`src/rtl/_div32.sv`:
```
// _div32: sequential 32-bit restoring divider, one quotient bit per clock, with RV32M sign/zero semantics.
module _div32 (
  input  logic        clk,
  input  logic        rst,
  input  logic        start,
  input  logic        sgn,
  input  logic [31:0] a,
  input  logic [31:0] b,
  output logic        busy,
  output logic        done,
  output logic [31:0] q,
  output logic [31:0] r
);
  typedef enum logic [1:0] {IDLE, CALC, DONE} state_t;
  state_t state, state_d;
  logic sa, sb, bz, co;
  logic [4:0] cnt;
  logic [31:0] mb, qr, rr;
  logic [32:0] sh, t;
  // The partial remainder stays below |b|, so only the shifted value needs the 33rd bit.
  // With that bound, the MSB of the 33-bit trial result is exactly the borrow.
  always_comb begin
    sh = {rr, qr[31]};
    t = sh + {1'b1, ~mb} + 33'd1;
    co = ~t[32];
    state_d = state == IDLE ? (start ? CALC : IDLE) :
              state == CALC ? (&cnt ? DONE : CALC) : IDLE;
  end
  assign busy = state != IDLE || done;
  always_ff @(posedge clk) begin
    if (rst) begin
      state <= IDLE;
      cnt <= 5'd0;
      sa <= 1'b0;
      sb <= 1'b0;
      bz <= 1'b0;
      mb <= 32'd0;
      qr <= 32'd0;
      rr <= 32'd0;
      done <= 1'b0;
      q <= 32'd0;
      r <= 32'd0;
    end else begin
      state <= state_d;
      done <= state == DONE;
      if (state == IDLE && start) begin
        sa <= sgn & a[31];
        sb <= sgn & b[31];
        bz <= b == 32'd0;
        qr <= (sgn & a[31]) ? -a : a;
        mb <= (sgn & b[31]) ? -b : b;
        rr <= 32'd0;
        cnt <= 5'd0;
      end
      if (state == CALC) begin
        rr <= co ? t[31:0] : sh[31:0];
        qr <= {qr[30:0], co};
        cnt <= cnt + 5'd1;
      end
      if (state == DONE) begin
        q <= (sa ^ sb) && !bz ? -qr : qr;
        r <= sa ? -rr : rr;
      end
    end
  end
endmodule

```
`config.mk`:
```
export PLATFORM = sky130hd
export DESIGN_NAME = _div32
export DESIGN_NICKNAME = d
export VERILOG_FILES = /design/src/rtl/_div32.sv
export SDC_FILE = /design/constraint.sdc
export NUM_CORES = 1
export LEC_CHECK = 0
export CORE_MARGIN = 10
export CORE_UTILIZATION = 56
export DETAILED_ROUTE_END_ITERATION = 6
export GPL_ROUTABILITY_DRIVEN = 0
export PLACE_DENSITY = 0.77
export SYNTH_ARGS = -nofsm -noshare
export SYNTH_HDL_FRONTEND = slang
export SYNTH_SLANG_ARGS = --single-unit
```
`constraint.sdc`:
```
create_clock -name clk -period 4.1 [get_ports clk]
set_clock_uncertainty 0.2 [all_clocks]
set_input_delay 0.82 -clock clk [delete_from_list [all_inputs] [get_ports clk]]
set_output_delay 0.82 -clock clk [all_outputs]
set_load 0.02 [all_outputs]
```
# [Word level (Yosys, flattened, before mapping)]
# Cells that the tools add are included.
[word_totals] ff_bits=171 inputBits=68 wordCells=49
[classes] n_reduce_logical=9 bitwise_logic=5 n_eq_ne=2 mux=15 n_addsub=7
[ops] operator="$mux 32" count=9
[ops] operator="$neg 32->32" count=4
[ops] operator="$add 33x1->33 const B" count=1
[ops] operator="$add 33x33->33" count=1
[ops] operator="$logic_not 32->1" count=1
[ops] operator="$not 32->32" count=1
[ops] operator="$mux 5" count=2
[ops] operator="$mux 2" count=3
[ops] operator="$add 5x1->5 const B" count=1
[ops] operator="$reduce_and 5->1" count=1
[ops] operator="$reduce_bool 2->1" count=2
[ops] operator="$and 1x1->1" count=2
[ops] operator="$eq 2x1->1 const B" count=1
[ops] operator="$eq 2x2->1 const B" count=1
[ops] operator="$logic_and 1x1->1" count=2
[ops] operator="$logic_not 2->1" count=1
[ops] operator="$logic_not 1->1" count=1
[ops] operator="$logic_or 1x1->1" count=1
[ops] operator="$mux 1" count=1
[ops] operator="$not 1->1" count=1
[ops] operator="$xor 1x1->1" count=1

# [Depth between registers and ports, before layout]
# Gate-level depths: netlist (run 1).
[depth] word_depth=5 ltp_mapped=13 ltp_nobuf=12

# [Worst setup path before layout (run 1)]
# Ideal clock, no wire load.
[synth_timing] path_kind="in2reg" startpoint="in a[12]" endpoint="reg qr[27]" t_arrival_ns=2.793 required_time_ns=3.768 slack_ns=0.975 cell_stages=9 setup_ns=0.132 path_cell_list="or4_1 -> or3_1 -> nor4_1 -> and3_1 -> and3_1 -> a21oi_1 -> xor2_1 -> nand2_1 -> a21oi_1"
[synth_via] elab_chain_len=4
[synth_rtl] item="from (decl)" line="7" rtl="input logic [31:0] a,"
[synth_rtl] item="$neg 32->32" line="50" rtl="qr <= (sgn & a[31]) ? -a : a;"
[synth_rtl] item="$mux 32" line="50"
[synth_rtl] item="$mux 32" line="46" rtl="if (state == IDLE && start) begin"
[synth_rtl] item="$mux 32" line="55" rtl="if (state == CALC) begin"
[synth_rtl] item="to (signal assigned)" line="50"
[synth_rtl] item="to (signal assigned)" line="57" rtl="qr <= {qr[30:0], co};"
[synth_rtl] item="to (decl)" line="18" rtl="logic [31:0] mb, qr, rr;"
# Every way passes these cells. The select of a mux whose other input is x is not followed.
# A chain may end at the register's enable or synchronous reset.

# [Final worst setup path (run 1)]
[layout_timing] startpoint="reg qr[31]" endpoint="reg rr[30]"
[layout_via] elab_chain_len=4
[layout_rtl] item="$add 33x33->33" line="24" rtl="t = sh + {1'b1, ~mb} + 33'd1;"
[layout_rtl] item="$add 33x1->33" line="24"
[layout_rtl] item="$mux 32" line="56" rtl="rr <= co ? t[31:0] : sh[31:0];"
[layout_rtl] item="$mux 32" line="55"
[layout_rtl] item="to (signal assigned)" line="56"
[layout_rtl] item="to (decl)" line="18"
# Every way passes these cells.

==> impl_metrics.json, run 1 <==
{
  "finalMaxSlewViolations": 0,
  "p_leak_nw": 4.53,
  "number_of_distinct_library_cells_after_synthesis": 55,
  "insertion_delay_ns": 0.43,
  "worstSetupPathType": "reg2reg",
  "synth_seq_area_share": 0.332,
  "placed_area_um2": 11800,
  "cell_area_after_synthesis_um2": 10300,
  "average_detailed_routed_wire_length_per_instance_um": 16.9,
  "end_kind": "flop",
  "groute.usage.overall": 0.225,
  "grt.overflow.total": 0,
  "clock_tree.root_cell": "sky130_fd_sc_hd__clkbuf_16",
  "routed_wirelength_mm": 27.9,
  "number_of_search_and_repair_iterations_in_the_first_detailed_routing_pass": 6,
  "cts.reportedPaths.clkPinSlew_ns": 0.07,
  "post-synth-top-count-cell": "sky130_fd_sc_hd__dfxtp_1",
  "cts.sinks": 171,
  "syn_to_layout_area_delta_pct": 20.7,
  "postRouteAntennaNets": 0,
  "yosysWarnings": 0,
  "data_required_time_of_the_worst_path_ns": 4.24,
  "grt_pass1_wl_mm": 45.7,
  "die_area_um2": 24200,
  "antenna_fix_cells": 0,
  "number_of_buffers_inserted_by_post_cts_setup_repair": 0,
  "drive_above_1_share": 0.0455,
  "max_slew_margin": 0.175,
  "power_per_cell_area_nw_per_um2": 388,
  "tightest_slew_ns": 1.24,
  "final_period_minus_worst_setup_slack_ns": 3.56,
  "post_cts_hold_buffer_count": 0,
  "core_region_area_um2": 18000,
  "postSynthNetCount": 1431,
  "dp.final_hpwl_mm": 21.0,
  "hold_viol_final": 0,
  "synthTopCellsByCount": "sky130_fd_sc_hd__dfxtp_1 (171), sky130_fd_sc_hd__nor2_1 (150), sky130_fd_sc_hd__nand2_1 (142)",
  "worstPathArrival_ns": 3.70,
  "cts_repair_resize_count": 0,
  "syn_avg_cell_area_um2": 7.79,
  "hp-class": "reg2reg",
  "synth_cells": 1324,
  "fp-row-count": 49,
  "worst-path-max-fanout": 7,
  "drc_errors": 0,
  "outcome": "finished, final reports clean",
  "synth_flop_cell": "sky130_fd_sc_hd__dfxtp_1",
  "synth_top_area_share": 0.332,
  "pin_count_of_the_biggest_net_entering_global_routing": 96,
  "drt_first_iter_violations": 817,
  "initial_utilization": 0.572,
  "drt-vias-per-instance": 5.94,
  "setup_violations": 0,
  "first_global_vias": 8891,
  "design_area_um2": 12400,
  "yosys-top-cells-area": "sky130_fd_sc_hd__dfxtp_1 (33%), sky130_fd_sc_hd__xor2_1 (7.9%), sky130_fd_sc_hd__a21oi_1 (6.0%)",
  "synth_top_cell_by_area": "sky130_fd_sc_hd__dfxtp_1",
  "cts_made_buffers": 17,
  "ctsLongestPathBuffers": 2,
  "cts_tree": "done",
  "synth_edf_count": 0,
  "max-cap-violations": 0,
  "layout.nets": 1523,
  "boundaryPins": 134,
  "die_w_um": 156,
  "timing.final.crit_share": 0.867,
  "async_reset_ff_frac": 0,
  "fin_tns_setup_ns": 0,
  "antenna_found_initial": 0,
  "max_clock_freq_mhz": 281,
  "rsz0062_at_grt": "false",
  "die_h_um": 156,
  "final.hold.worst_slack_ns": 0.260,
  "peakVddDrop_mv": 0.308,
  "num_vias": 9842,
  "yosys_register_bits": 171,
  "htree_num_levels": 4,
  "setup.worst_path.start_class": "flop",
  "portBuffers": 133
}
final timing paths:
kind / slack, ns / start / cells past startpoint / end
hold reg to reg: 0.26 / mb[31] / 2 / mb[31]
hold / removal: 0.26 / mb[31] / 2 / mb[31]
setup reg to reg: 0.54 / qr[31] / 12 / rr[30]
setup / recovery: 0.54 / qr[31] / 12 / rr[30]
cell type report:
cell class / instances / area [um2]
clock buffers: 21 / 460
clock inverters: 10 / 190
fillers: 1552 / 5580
inverters: 48 / 180
multi-input cells: 1026 / 6440
flip-flops and latches: 171 / 3420
well taps: 229 / 287
repair buffers: 152 / 1470
worst max-delay path, stage by stage (launching register included):
cell	delay [ns]
sky130_fd_sc_hd__dfxtp_1	0.34
sky130_fd_sc_hd__inv_1	0.09
sky130_fd_sc_hd__ha_1	0.21
sky130_fd_sc_hd__fa_1	0.39
sky130_fd_sc_hd__nand2b_1	0.19
sky130_fd_sc_hd__a21oi_1	0.34
sky130_fd_sc_hd__o211ai_1	0.24
sky130_fd_sc_hd__nand4_1	0.22
sky130_fd_sc_hd__a41o_1	0.33
sky130_fd_sc_hd__xor2_1	0.22
sky130_fd_sc_hd__buf_4	0.18
sky130_fd_sc_hd__nand2_1	0.22
sky130_fd_sc_hd__o21ai_0	0.27
metal layers:
metal	vias up	track usage	wire, um
met3	35	0.0430	2310
met1	4539	0.342	13800
li1	4945	-	-
met2	323	0.310	11400
met5	-	0	0
met4	0	0.0615	430
registers in the layout (all words and copies together) (netlist names):
register / cells
sa: 1
q: 32
state: 2
rr: 32
r: 32
bz: 1
cnt: 5
qr: 32
sb: 1
mb: 32
done: 1
power breakdown:
group	total (W)	switching, W	internal (W)
Clock	0.00178	0.000663	0.00111
Sequential	0.00185	0.000113	0.00174
Combinational	0.00120	0.000702	0.000503
cell families after synthesis:
| logic type | Yosys count | synth area share |
|---|---|---|
| AO/OA/AOI/OAI | 414 | 0.262 |
| buffers and inverters | 127 | 0.0465 |
| adder cells (fa/ha/maj) | 39 | 0.0480 |
| XOR/XNOR | 140 | 0.119 |
| flip-flops | 171 | 0.332 |
| AND/OR/NAND/NOR | 429 | 0.189 |
| multiplexers | 4 | 0.00388 |
cell usage in the layout (no fill, tap or decap), types with 9 or more instances in the layout:
cell type	netlist	final
sky130_fd_sc_hd__o21ai_0	64	64
sky130_fd_sc_hd__or3_1	17	17
sky130_fd_sc_hd__o41ai_1	9	9
sky130_fd_sc_hd__nor3_1	24	24
sky130_fd_sc_hd__a211oi_1	81	81
sky130_fd_sc_hd__nor4_1	9	9
sky130_fd_sc_hd__a22oi_1	32	32
sky130_fd_sc_hd__nor2_1	150	149
sky130_fd_sc_hd__a21o_1	13	13
sky130_fd_sc_hd__ha_1	38	38
sky130_fd_sc_hd__a311oi_1	19	19
sky130_fd_sc_hd__nand2_1	142	142
sky130_fd_sc_hd__nand3_1	25	25
sky130_fd_sc_hd__o31ai_1	25	25
sky130_fd_sc_hd__xnor2_1	47	46
sky130_fd_sc_hd__or4_1	9	9
sky130_fd_sc_hd__inv_1	48	48
sky130_fd_sc_hd__clkbuf_16	0	17
sky130_fd_sc_hd__nand2b_1	15	15
sky130_fd_sc_hd__clkdlybuf4s50_1	0	132
sky130_fd_sc_hd__xor2_1	93	93
sky130_fd_sc_hd__buf_4	0	20
sky130_fd_sc_hd__a21oi_1	123	123
sky130_fd_sc_hd__dfxtp_1	171	171
metrics by stage:
step / total power [W] / setup WS (ns) / utilization / instances
after floorplan: 0.00273 / 0.975 / - / 1324
after CTS: 0.00483 / 0.609 / 0.691 / 1657
final: 0.00483 / 0.545 / 0.691 / 1657
after detailed placement: 0.00306 / 0.183 / 0.655 / 1626
after global routing: 0.00507 / 0.294 / 0.691 / 1657
after global placement: 0.00304 / 0.237 / 0.655 / 1626
Power figures use the tool's default switching activity.
==> inputs of run 2 (changes only) <==
- HOLD_SLACK_MARGIN: not set -> 0.1
==> results of run 2 <==
Same layout as run 1: the final DEF is identical, and so are final timing and power.
